==> config.mk <==
export PLATFORM = sky130hd
export DESIGN_NAME = csr_req_initiator
export DESIGN_NICKNAME = d
export VERILOG_FILES = /design/src/rtl/csr_req_initiator.sv
export SDC_FILE = /design/constraint.sdc
export NUM_CORES = 1
export LEC_CHECK = 0
export CORE_MARGIN = 2
export CORE_UTILIZATION = 44
export DETAILED_ROUTE_END_ITERATION = 10
export HOLD_SLACK_MARGIN = 0.15
export PLACE_DENSITY_LB_ADDON = 0.1
export SLEW_MARGIN = 0
export SYNTH_ARGS = -nofsm -noshare
export SYNTH_HDL_FRONTEND = slang
export SYNTH_SLANG_ARGS = --single-unit
export TNS_END_PERCENT = 50
==> constraint.sdc <==
create_clock -name clk_i -period 2.4 [get_ports clk_i]
set_input_delay 0.36 -clock clk_i [delete_from_list [all_inputs] [get_ports clk_i]]
set_output_delay 0.36 -clock clk_i [all_outputs]
set_load 0.005 [all_outputs]
==> src/rtl/csr_req_initiator.sv <==
// csr_req_initiator: single-outstanding CSR request initiator with per-handshake timeout
module csr_req_initiator #(
  parameter int RegAddrWidth  = 3,
  parameter int RegDataWidth  = 32,
  parameter int TimeoutCycles = 16
) (
  input  logic                    clk_i,
  input  logic                    rst_i,
  input  logic                    cmd_valid_i,
  output logic                    cmd_ready_o,
  input  logic [RegAddrWidth-1:0] cmd_addr_i,
  input  logic [RegDataWidth-1:0] cmd_wr_data_i,
  input  logic                    cmd_wr_en_i,
  output logic                    res_valid_o,
  input  logic                    res_ready_i,
  output logic [RegDataWidth-1:0] res_rd_data_o,
  output logic                    res_timeout_o,
  output logic [RegAddrWidth-1:0] csr_addr_o,
  output logic [RegDataWidth-1:0] csr_wr_data_o,
  output logic                    csr_wr_en_o,
  output logic                    csr_req_valid_o,
  input  logic                    csr_req_ready_i,
  input  logic [RegDataWidth-1:0] csr_rd_data_i,
  input  logic                    csr_rsp_valid_i,
  output logic                    csr_rsp_ready_o,
  output logic [15:0]             txn_count_o
);
  typedef enum logic [1:0] {IDLE, REQ, RSP, DONE} state_t;
  localparam logic [15:0] TLast = 16'(TimeoutCycles - 1);
  state_t state, state_n;
  logic [RegAddrWidth-1:0] addr_q;
  logic [RegDataWidth-1:0] wdata_q;
  logic wen_q;
  logic [15:0] tcnt;
  logic req_hs, rsp_hs, tmo_hit, waiting;
  always_ff @(posedge clk_i) begin
    if (rst_i) state <= IDLE;
    else state <= state_n;
  end
  always_comb begin
    waiting = state == REQ || state == RSP;
    req_hs = state == REQ && csr_req_ready_i;
    rsp_hs = state == RSP && csr_rsp_valid_i;
    // a handshake on the last counted cycle beats the timeout
    tmo_hit = waiting && tcnt == TLast && !req_hs && !rsp_hs;
    cmd_ready_o = state == IDLE && !rst_i;
    csr_req_valid_o = state == REQ;
    csr_rsp_ready_o = state == RSP;
    res_valid_o = state == DONE;
    csr_addr_o = csr_req_valid_o ? addr_q : '0;
    csr_wr_data_o = csr_req_valid_o ? wdata_q : '0;
    csr_wr_en_o = csr_req_valid_o && wen_q;
    state_n = state;
    case (state)
      IDLE: state_n = cmd_valid_i ? REQ : IDLE;
      REQ:  state_n = req_hs ? RSP : tmo_hit ? DONE : REQ;
      RSP:  state_n = (rsp_hs || tmo_hit) ? DONE : RSP;
      DONE: state_n = res_ready_i ? IDLE : DONE;
      default: state_n = IDLE;
    endcase
  end
  always_ff @(posedge clk_i) begin
    if (rst_i) begin
      addr_q <= '0;
      wdata_q <= '0;
      wen_q <= 1'b0;
      tcnt <= '0;
      res_rd_data_o <= '0;
      res_timeout_o <= 1'b0;
      txn_count_o <= '0;
    end else begin
      if (cmd_ready_o && cmd_valid_i) begin
        addr_q <= cmd_addr_i;
        wdata_q <= cmd_wr_data_i;
        wen_q <= cmd_wr_en_i;
        tcnt <= '0;
      end else if (req_hs || rsp_hs) tcnt <= '0;
      else if (waiting) tcnt <= tcnt + 16'd1;
      if (rsp_hs) begin
        res_rd_data_o <= csr_rd_data_i;
        res_timeout_o <= 1'b0;
        txn_count_o <= txn_count_o + 16'd1;
      end else if (tmo_hit) begin
        res_rd_data_o <= '0;
        res_timeout_o <= 1'b1;
      end
    end
  end
endmodule

After elaboration in Yosys (flattened, before gate mapping)
Index checks and enable logic that the tools add are counted.
{ "word_totals": {"ram_bits": 0, "mem_bits_ro": 0, "input_bits": 74, "output_inout_bits": 89, "memories": 0, "regBits": 103, "elab_cells": 42, "latchBits": 0} }
{ "classes": {"reduce_logical": 18, "eq_ne": 4, "shifts": 0, "div_mod_pow": 0, "n_bitwise": 0, "n_mul": 0, "muxes": 10, "n_lt_le_gt_ge": 0, "add_sub_neg": 2} }
{ "ops": {"columns": ["operator", "count"], "rows": [
  ["32-bit two-way mux", 3],
  ["16-bit by 1-bit adder with 16-bit output (second input constant)", 2],
  ["16-bit by 4-bit equality test with 1-bit output (second input constant)", 1],
  ["1-bit logical AND", 8],
  ["2-bit case mux with 4 select lines", 1],
  ["2-bit two-way mux", 3],
  ["2-bit equality test (second input constant)", 2],
  ["1-bit logical NOT", 3],
  ["1-bit logical OR", 3],
  ["3-bit two-way mux", 1],
  ["3-bit OR reduction", 1],
  ["2-bit by 1-bit equality test with 1-bit output (second input constant)", 1],
  ["2-bit logical NOT", 1],
  ["1-bit two-way mux", 2],
  ["2-bit nonzero test", 1],
  ["2-bit OR reduction", 1]
]} }

Logic depth before layout (Yosys ltp)
{ "depth": {"word_depth": 8, "depth_mapped": 8, "depth_no_buf": 6} }

Worst setup path before layout
Ideal clock, no wire load.
{ "synth_path": {"path_kind": "reg-to-reg", "from": "reg state[0]", "to": "reg tcnt[15]", "n_path_buf": 1, "setup_time_ps": 72, "t_required_ps": 2328, "path_slack_ps": 355, "arrival_time_ps": 1973, "stages_incl_launch_ff": 8, "period_less_slack_ps": 2045, "path_cell_list": "dfxtp_1 -> inv_1 -> ha_1 -> buf_2 -> nand4_2 -> or4_4 -> or3_1 -> a21oi_1"} }
{ "synth_between": {"word_cells_on_any_way": 10, "cone_classes": "eq/ne (2); reduce/logical (8)"} }
{ "synth_rtl": {"columns": ["element", "line", "rtl"], "rows": [
  ["from (decl)", "30", "state_t state, state_n;"],
  ["from (signal assigned)", "38", "else state <= state_n;"],
  ["2-bit by 1-bit equality test with 1-bit output or 2-bit equality test (tied branches)", "41", "waiting = state == REQ || state == RSP;"],
  ["1-bit logical OR (*)", "41", null],
  ["named net waiting", "35", "logic req_hs, rsp_hs, tmo_hit, waiting;"],
  ["to (signal assigned)", "78", "else if (waiting) tcnt <= tcnt + 16'd1;"],
  ["to (decl)", "34", "logic [15:0] tcnt;"]
]} }
Mark *: on every way through the listed nets, which the timed path passes. The rest lies on a longest branch.
A chain may end at the register's enable or synchronous reset.

Worst setup path in the final report
{ "layout_path": {"from": "reg state[1]", "to": "out csr_wr_data_o[5]"} }
{ "layout_between": {"elab_chain_cells": 2} }
{ "layout_lines": {"columns": ["element", "line", "rtl"], "rows": [
  ["2-bit by 1-bit equality test with 1-bit output", "47", "csr_req_valid_o = state == REQ;"],
  ["32-bit two-way mux", "51", "csr_wr_data_o = csr_req_valid_o ? wdata_q : '0;"],
  ["to (decl)", "19", "output logic [RegDataWidth-1:0] csr_wr_data_o,"]
]} }
No other way between the ends.

==> results <==
==> layer usage <==
layer,global-route usage (%),up-vias
li1,-,1889
met1,23.6,1716
met2,36.6,113
met3,6.35,15
met4,6.65,0
met5,0,-
==> repair_timing <==
action	4_1_cts	5_1_grt
endpoints found under the setup margin	0	22
endpoints found under the hold margin	0	0
gates resized for setup	0	2
buffers inserted	0	0
==> cell families (layout without fill, tap and decap cells) <==
kind of cell / count (synthesis) / in the layout / share of synthesized area [%]
xor+xnor: 18 / 18 / 3.75
flops: 103 / 103 / 49.0
simple gates: 233 / 233 / 29.7
fa+ha+maj: 7 / 7 / 2.08
buf+inv: 38 / 199 / 3.96
compound gates: 63 / 63 / 11.0
mux: 2 / 2 / 0.506
==> synthesized netlist by cell type (8+ instances only) <==
master      n
a21oi_1    15
nand3_1     8
or3_1      11
nand3b_1   36
nand2_1    85
a22o_1     31
nor2_1     24
and2_1     38
inv_1      12
dfxtp_1   103
clkbuf_1   21
o21ai_0    12
nand4_1     9
xor2_1     12
==> power by group <==
part | switching [mW] | leakage (nW) | internal (mW)
combinational | 0.160 | 1.47 | 0.229
clock | 0.623 | 0.104 | 0.504
sequential | 0.0284 | 0.837 | 1.77
==> critical path, delay by kind of cell, from the launching register on <==
kind                     cells  cell delay (ns)
buffers and inverters        3             0.83
AND/OR/NAND/NOR              1             0.14
flip-flops                   1             0.35
adder cells (fa/ha/maj)      1             0.23
==> final timing paths <==
check	from	endpoint	slack (ns)	depth (start not counted)
min reg2reg	res_timeout_o	res_timeout_o	0.47	2
max	state[1]	csr_wr_data_o[5]	0.12	5
max reg2reg	state[1]	tcnt[15]	0.15	6
min	res_timeout_o	res_timeout_o	0.47	2
==> state kept, by name, summed over array words and instances (netlist names) <==
signal,flops
state,2
addr_q,3
wen_q,1
wdata_q,32
tcnt,16
res_rd_data_o,32
res_timeout_o,1
txn_count_o,16
==> cell type report <==
class	count	area (sq um)
repair buffers	171	1700
inverters	12	45.0
multi-input cells	323	1980
clock inverters	7	86.3
clock buffers	9	124
fillers	786	3090
flip-flops and latches	103	2060
well taps	129	161
==> stage by stage <==
| step | cells | cell area, sq um | setup slack (ns) | total power [mW] |
|---|---|---|---|---|
| after floorplan | 464 | 4210 | 0.355 | 1.99 |
| final | 754 | 6150 | 0.122 | 3.31 |
| after CTS | 754 | 6150 | 0.0806 | 3.35 |
| after global placement | 738 | 5940 | 0.188 | 2.21 |
| after global routing | 754 | 6150 | -0.00491 | 3.46 |
| after detailed placement | 738 | 5940 | 0.131 | 2.22 |
==> run summary <==
status: complete, no violations
Finished Core Util: 66.6%
largest net degree at the start of global routing: 37
worst-margin pin slew: 1.21 ns
# nets final: 701
Post-CTS Hold Buffers: 0
Worst path slowest cell: clkdlybuf4s50_1
synth unique cells: 35
share of cells above drive strength 1: 5.60%
syn avg cell area: 9.06 sq um
Ys Warns: 0
Die X: 102 um
clock root buffer: clkbuf_8
syn nets: 545
CP Class: reg2out
Final min period: 2.28 ns
hold_ws: 0.469 ns
Initial Util: 45.5%
Yosys top cell area share: 49.0%
initial drt markers: 88
metal1 wirelength: 4500 um
top post-synthesis cells by area: dfxtp_1 (49%), nand2_1 (7.6%), a22o_1 (6.5%)
clock sink total: 103
initial antenna violation count: 0
crit-path cells: inv_1 -> ha_1 -> buf_4 -> and2_1 -> clkdlybuf4s50_1
setup violators final: 0
Num CTS Buffers: 9
Min-Delay Path Class: reg2reg
most frequent cells in the layout: clkdlybuf4s50_1 (162), dfxtp_1 (103), nand2_1 (85), and2_1 (38), nand3b_1 (36)
CTS H-tree depth: 3
register area share after synthesis: 49.0%
GRT Residual Overflow: 0
ANT cells: 0
Max Cap Viol: 0
Setup Skew: 0.0115 ns
Synth Instances: 464
#FFs+latches synth: 103
max layer used: met4
DR vias/cell: 4.95
Fmax achieved: 0.439 GHz
Crit Path Max Fanout: 14
vias in the first global route: 3787
Leakage: 2.41 nW
RSZ-0062 raised after global routing: true
Post-Route WL: 10600 um
largest area contributor in the netlist: dfxtp_1
Cell Area, Synth: 4210 sq um
die area: 10400 sq um
Peak VDD IR: 0.337 mV
drt wl/cell: 14.0 um
critical path's largest stage delay: 0.52 ns
CP arrival: 1.92 ns
CP startpoint kind: register
routed via count: 3733
Die Span Y: 102 um
EDFF count, synth: 0
Met3 Routed Length: 729 um
commonest non-fill, non-tap cell in the layout: clkdlybuf4s50_1
Tot GR Track Use: 20.6%
DR pass1 iterations: 4
Remaining DRCs: 0
post-route antenna net violation count: 0
routability congestion estimate: 0.799
Final Max Slew Viols: 0
I/O pin total: 163
PwrDens: 538 nW/um^2
Synth Flop Type: dfxtp_1
PortBufs: 162
core outline area: 9240 sq um
Max clock buf depth: 2
row count: 35
Relative slew margins: 19.2%
post-DP HPWL: 7700 um
Worst setup EP type: output pin
final worst path period share: 94.9%
wire length of the first global-routing pass: 17100 um
clock-pin transition on the worst setup and hold timing paths: 0.09 ns
Routed met2 length: 5150 um
Fin. Hold Viols: 0
clock latency on the worst-skew pair: 0.36 ns
Post-synth ARST share: 0%
CP Data Required Time: 2.04 ns
Sum Neg Setup Slack: 0 ns
CTS tree: yes
area delta synth->final: 46.4%
Power figures use the tool's default switching activity.
